==> config.mk <==
export PLATFORM = sky130hd
export DESIGN_NAME = ucore_mem_arbiter
export DESIGN_NICKNAME = d
export VERILOG_FILES = /design/src/rtl/ucore_mem_arbiter.sv
export SDC_FILE = /design/constraint.sdc
export NUM_CORES = 1
export LEC_CHECK = 0
export BUFFER_PORTS_ARGS = -buffer_cell sky130_fd_sc_hd__buf_4
export CAP_MARGIN = 25
export CELL_PAD_IN_SITES_DETAIL_PLACEMENT = 0
export CELL_PAD_IN_SITES_GLOBAL_PLACEMENT = 1
export CORE_AREA = 2 2 158 160
export CTS_BUF_LIST = sky130_fd_sc_hd__clkbuf_4
export DETAILED_ROUTE_END_ITERATION = 7
export DIE_AREA = 0 0 160 162
export GPL_TIMING_DRIVEN = 0
export HOLD_SLACK_MARGIN = 0.02
export PLACE_DENSITY_LB_ADDON = 0.1
export SYNTH_ARGS = -nofsm -noshare
export SYNTH_HDL_FRONTEND = slang
export SYNTH_SLANG_ARGS = --single-unit
==> constraint.sdc <==
create_clock -name clk -period 10.7 [get_ports clk]
set_clock_uncertainty 0.1 [all_clocks]
set_input_delay 1.07 -clock clk [delete_from_list [all_inputs] [get_ports clk]]
set_output_delay 1.07 -clock clk [all_outputs]
set_load 0.01 [all_outputs]
==> src/rtl/ucore_mem_arbiter.sv <==
// ucore_mem_arbiter: round-robin arbiter that gives N_REQ microcoded cores
// single-outstanding access to one shared memory port, with a response timeout.
module ucore_mem_arbiter #(
  parameter int unsigned N_REQ   = 4,
  parameter int unsigned ADDR_W  = 32,
  parameter int unsigned DATA_W  = 32,
  parameter int unsigned TIMEOUT = 255
) (
  input  logic                    clk,
  input  logic                    aresetn,
  input  logic [N_REQ-1:0]        req_valid,
  input  logic [N_REQ-1:0]        req_write,
  input  logic [N_REQ*ADDR_W-1:0] req_addr,
  input  logic [N_REQ*DATA_W-1:0] req_wdata,
  output logic [N_REQ-1:0]        req_ready,
  output logic [N_REQ-1:0]        rsp_valid,
  output logic [DATA_W-1:0]       rsp_rdata,
  output logic                    rsp_error,
  output logic                    mem_valid,
  output logic                    mem_write,
  output logic [ADDR_W-1:0]       mem_addr,
  output logic [DATA_W-1:0]       mem_wdata,
  input  logic                    mem_ready,
  input  logic                    mem_rsp_valid,
  input  logic [DATA_W-1:0]       mem_rdata,
  output logic                    busy,
  output logic [2:0]              grant_id
);

  localparam int unsigned GID_W = 3;
  localparam int unsigned CNT_W = 8;
  // wide enough to hold last_grant + N_REQ before the modulo wrap
  localparam int unsigned SUM_W = 4;

  typedef enum logic [1:0] {
    IDLE  = 2'd0,
    ISSUE = 2'd1,
    WAIT  = 2'd2,
    RESP  = 2'd3
  } state_t;

  state_t              state_q, state_n;
  logic [GID_W-1:0]    last_grant_q, last_grant_n;
  logic [GID_W-1:0]    grant_q, grant_n;
  logic                wr_q, wr_n;
  logic [ADDR_W-1:0]   addr_q, addr_n;
  logic [DATA_W-1:0]   wdata_q, wdata_n;
  logic [CNT_W-1:0]    cnt_q, cnt_n;
  logic [DATA_W-1:0]   rdata_q, rdata_n;
  logic                err_q, err_n;
  logic                mem_valid_q;
  logic [N_REQ-1:0]    rsp_valid_q, rsp_valid_n;
  logic                busy_q;

  logic                win_found_c;
  logic [GID_W-1:0]    winner_c;
  logic [SUM_W-1:0]    cand_c;
  logic                win_write_c;
  logic [ADDR_W-1:0]   win_addr_c;
  logic [DATA_W-1:0]   win_wdata_c;
  logic [N_REQ-1:0]    req_ready_c;

  // Round-robin search: first pending requester upward from last_grant+1 mod N_REQ
  always_comb begin
    win_found_c = 1'b0;
    winner_c    = '0;
    cand_c      = '0;
    for (int unsigned k = 1; k <= N_REQ; k++) begin
      cand_c = SUM_W'(last_grant_q) + SUM_W'(k);
      if (cand_c >= SUM_W'(N_REQ)) begin
        cand_c = cand_c - SUM_W'(N_REQ);
      end
      for (int unsigned i = 0; i < N_REQ; i++) begin
        if (!win_found_c && (cand_c == SUM_W'(i)) && req_valid[i]) begin
          win_found_c = 1'b1;
          winner_c    = GID_W'(i);
        end
      end
    end
  end

  // Select the winning requester's command fields
  always_comb begin
    win_write_c = 1'b0;
    win_addr_c  = '0;
    win_wdata_c = '0;
    for (int unsigned i = 0; i < N_REQ; i++) begin
      if (winner_c == GID_W'(i)) begin
        win_write_c = req_write[i];
        win_addr_c  = req_addr[i*ADDR_W +: ADDR_W];
        win_wdata_c = req_wdata[i*DATA_W +: DATA_W];
      end
    end
  end

  // Next-state and datapath updates for the IDLE/ISSUE/WAIT/RESP sequence
  always_comb begin
    state_n      = state_q;
    last_grant_n = last_grant_q;
    grant_n      = grant_q;
    wr_n         = wr_q;
    addr_n       = addr_q;
    wdata_n      = wdata_q;
    cnt_n        = cnt_q;
    rdata_n      = rdata_q;
    err_n        = err_q;
    req_ready_c  = '0;
    rsp_valid_n  = '0;

    case (state_q)
      IDLE: begin
        // ready is held low while reset is asserted so nothing looks accepted
        if (aresetn && win_found_c) begin
          for (int unsigned i = 0; i < N_REQ; i++) begin
            req_ready_c[i] = (winner_c == GID_W'(i));
          end
          grant_n = winner_c;
          wr_n    = win_write_c;
          addr_n  = win_addr_c;
          wdata_n = win_wdata_c;
          state_n = ISSUE;
        end
      end
      ISSUE: begin
        if (mem_ready) begin
          cnt_n   = '0;
          state_n = WAIT;
        end
      end
      WAIT: begin
        // a real response beats a timeout landing in the same cycle
        if (mem_rsp_valid) begin
          rdata_n = mem_rdata;
          err_n   = 1'b0;
          state_n = RESP;
        end else if (cnt_q == CNT_W'(TIMEOUT)) begin
          rdata_n = '0;
          err_n   = 1'b1;
          state_n = RESP;
        end else begin
          cnt_n = cnt_q + CNT_W'(1);
        end
      end
      RESP: begin
        last_grant_n = grant_q;
        state_n      = IDLE;
      end
      default: begin
        state_n = IDLE;
      end
    endcase

    if (state_n == RESP) begin
      for (int unsigned i = 0; i < N_REQ; i++) begin
        rsp_valid_n[i] = (grant_n == GID_W'(i));
      end
    end
  end

  // State and datapath registers
  always_ff @(posedge clk or negedge aresetn) begin
    if (!aresetn) begin
      state_q      <= IDLE;
      last_grant_q <= GID_W'(N_REQ - 1);
      grant_q      <= '0;
      wr_q         <= 1'b0;
      addr_q       <= '0;
      wdata_q      <= '0;
      cnt_q        <= '0;
      rdata_q      <= '0;
      err_q        <= 1'b0;
    end else begin
      state_q      <= state_n;
      last_grant_q <= last_grant_n;
      grant_q      <= grant_n;
      wr_q         <= wr_n;
      addr_q       <= addr_n;
      wdata_q      <= wdata_n;
      cnt_q        <= cnt_n;
      rdata_q      <= rdata_n;
      err_q        <= err_n;
    end
  end

  // Registered status strobes, decoded from the next state
  always_ff @(posedge clk or negedge aresetn) begin
    if (!aresetn) begin
      mem_valid_q <= 1'b0;
      rsp_valid_q <= '0;
      busy_q      <= 1'b0;
    end else begin
      mem_valid_q <= (state_n == ISSUE);
      rsp_valid_q <= rsp_valid_n;
      busy_q      <= (state_n != IDLE);
    end
  end

  assign req_ready = req_ready_c;
  assign rsp_valid = rsp_valid_q;
  assign rsp_rdata = rdata_q;
  assign rsp_error = err_q;
  assign mem_valid = mem_valid_q;
  assign mem_write = wr_q;
  assign mem_addr  = addr_q;
  assign mem_wdata = wdata_q;
  assign busy      = busy_q;
  assign grant_id  = grant_q;

endmodule

==> impl_metrics.tcl <==
set metrics [dict create \
    synth_cell_types 62 \
    dpl.cell_count 1634 \
    synthTopCellsByCount "nand2_1 (212), dfrtp_1 (118), o21ai_0 (101)" \
    critical_path_required_ps 9530 \
    ys_seq_area_share_pct 40.5 \
    use_met3_pct 7.87 \
    grt_max_degree 72 \
    status "complete, no violations" \
    synth_top_area_share_pct 39.8 \
    hold_path.class "input pin to asynchronous set/reset pin" \
    vias 8562 \
    layout.cells.non_filler 1668 \
    rsz0062_at_grt "no" \
    path_class "register to primary output" \
    grt_overflow 0 \
    die_h_um 162 \
    nets 1634 \
    dpl.hpwl_mm 27.8 \
    synth_area_leaders "dfrtp_1 (40%), nand2_1 (11%), a32oi_1 (7.8%), o21ai_0 (6.8%), a21boi_0 (6.6%)" \
    async_flop_share_pct 100 \
    crit_top_cell "buf_4" \
    fmax_ghz 0.177 \
    cts_setup_buffers 0 \
    crit_fanout 10 \
    grt.total_usage_pct 26.8 \
    grt_pass1_vias 8537 \
    ioPinCount 411 \
    gp_congestion 0.895 \
    cts_root_buf "clkbuf_4" \
    antenna_found_initial 2 \
    viasPerCell 5.13 \
    fp-row-count 57 \
    critical_path_arrival_ps 4470 \
    die_x_um 160 \
    start_kind "register" \
    drt-total-wl_mm 35.7 \
    netlist_area_um2 7420 \
    slowest_delay_ps 610 \
    endpoint_kind "primary output" \
    start_util_pct 30.8 \
    p_leak_nw 5.37 \
    grt_util_met1_pct 31.2 \
    final_max_slew_viol_count 0 \
    clock_path_buffers 2 \
    routedWlPerCell_um 21.4 \
    ys.flop_type "dfrtp_1" \
    met2_usage_pct 47.4 \
    cts_hold_repair.buffers 0 \
    core_um2 24100 \
    p_per_area_nw_per_um2 280 \
    drtPass1Iterations 5 \
    crit_chain "buf_4 -> buf_2 -> and2_1 -> ha_1 -> inv_1 -> ha_1 -> o211ai_1 -> and3_4 -> o21a_1 -> a221oi_4 -> buf_4 -> buf_2 -> nand2_1 -> a32oi_1 -> nor2_1 -> buf_4" \
    post_cts_resized 0 \
    drcViolationCount 0 \
    ant_nets 0 \
    drv_cap 0 \
    finalSetupTns_ps 0 \
    layout-drive-gt1-share_pct 37.8 \
    final.period_utilization_pct 52.7 \
    slowest_stage "a221oi_4" \
    die_area_um2 25900 \
    areaGrowthSynthToFinish_pct 51.4 \
    synthCells 900 \
    grt_pass1_wl_mm 52.8 \
    numCtsBuffers 17 \
    insertion_delay_ps 560 \
    ys_ff_latch 120 \
    yosys.cell_count.top_type "nand2_1" \
    finalHoldViolations 0 \
    clk_pin_slew_ps 150 \
    cts_tree "done" \
    utilization_pct 46.6 \
    yosys_warnings 0 \
    layout_min_cycle_time_ps 5640 \
    drtIter0Drc 562 \
    synth_fp_nets 1205 \
    irDropWorstVdd_v 0.000126 \
    h-tree-depth 4 \
    synth_top_cell_by_area "dfrtp_1" \
    io_buffers 409 \
    relSlewSlack_pct 52.2 \
    synth_edf_count 0 \
    clock_sinks 120 \
    avgSynthCellArea_um2 8.24 \
    worst_pin_slew_ps 717 \
    busiest_layer "met2" \
    setup_viol 0 \
]
## stage by stage
step	worst slack, ps	total power, mW	hold WS (ps)	cell area, µm²
6_report	5060	3.14	408	11200
5_1_grt	4800	3.38	425	11200
4_1_cts	4980	3.16	402	11200
3_5_place_dp	5640	2.79	394	10900
3_3_place_gp	5560	2.77	385	10900
2_1_floorplan	6450	1.95	365	7420
## cell families (layout without fill, tap and decap cells)
logic type / after synthesis / after routing / synth area share [%]
AO/OA/AOI/OAI: 332 / 332 / 29.7
XOR/XNOR: 5 / 5 / 0.590
adder cells (fa/ha/maj): 5 / 5 / 0.843
buffers and inverters: 96 / 538 / 6.48
flip-flops: 120 / 120 / 40.5
multiplexers: 5 / 5 / 0.725
other: 0 / 2 / 0
AND/OR/NAND/NOR: 337 / 337 / 21.2
## final timing paths
check	start	end	slack [ps]	depth (start not counted)
worst max-delay path	last_grant_q[1]	req_ready[3]	5060	16
worst min-delay path	aresetn	cnt_q[4]	410	1
worst max register to register	last_grant_q[1]	mem_wdata[12]	6530	15
worst min register to register	cnt_q[1]	cnt_q[1]	420	2
max in group asynchronous	aresetn	mem_wdata[6]	9300	2
min in group clk	cnt_q[1]	cnt_q[1]	420	2
## layout by cell type (no fill, tap or decap), types with 4 or more instances in the layout
master | Yosys | layout
a21oi_1 | 4 | 4
inv_6 | 0 | 6
ha_1 | 5 | 5
inv_1 | 7 | 7
a32oi_1 | 66 | 66
buf_4 | 7 | 415
a21boi_0 | 65 | 65
o21a_1 | 5 | 5
nor2_1 | 15 | 15
nor2b_1 | 7 | 7
buf_6 | 7 | 8
nand3_1 | 5 | 5
nand2_1 | 212 | 212
clkbuf_1 | 40 | 40
and3_1 | 65 | 65
nand2b_1 | 5 | 5
nand4_1 | 4 | 4
buf_2 | 32 | 32
and2_1 | 6 | 6
dfrtp_1 | 118 | 118
o21ai_1 | 70 | 70
o21ai_0 | 101 | 101
xor2_1 | 4 | 4
clkbuf_4 | 0 | 18
## sequential cells by signal (all words and copies together), names as in the netlist
name / count
mem_wdata: 32
mem_write: 1
state_q: 2
rsp_rdata: 32
grant_id: 3
rsp_error: 1
mem_addr: 32
mem_valid: 1
rsp_valid: 4
last_grant_q: 3
cnt_q: 8
busy: 1
## power by group
group	leakage (nW)	internal (mW)	switching, mW
registers	1.47	0.668	0.127
logic	3.74	0.847	1.13
clock network	0.155	0.148	0.224
## metal layers
metal  vias up  part of all wire, %
met4         0                  2.3
li1       4096                    -
met2       353                   51
met3        41                  8.0
met1      4072                   39
met5         -                    0
## layout make-up
class	instances	area [µm²]
Inverter	8	30.0
Multi-Input combinational cell	684	3930
Sequential cell	120	3010
Timing Repair Buffer	410	3100
Clock buffer	18	135
Tap cell	324	405
Clock inverter	14	163
Antenna cell	2	5.00
Buffer	88	450
Fill cell	2497	12900
## worst max-delay path: cells and delay by family, from the launching register on
family	cells	cell delay [ps]
flip-flops	1	570
adder cells (fa/ha/maj)	2	470
buffers and inverters	6	1180
AND/OR/NAND/NOR	4	590
AO/OA/AOI/OAI	4	1100
Note: power is estimated with default switching activity, not from simulation.
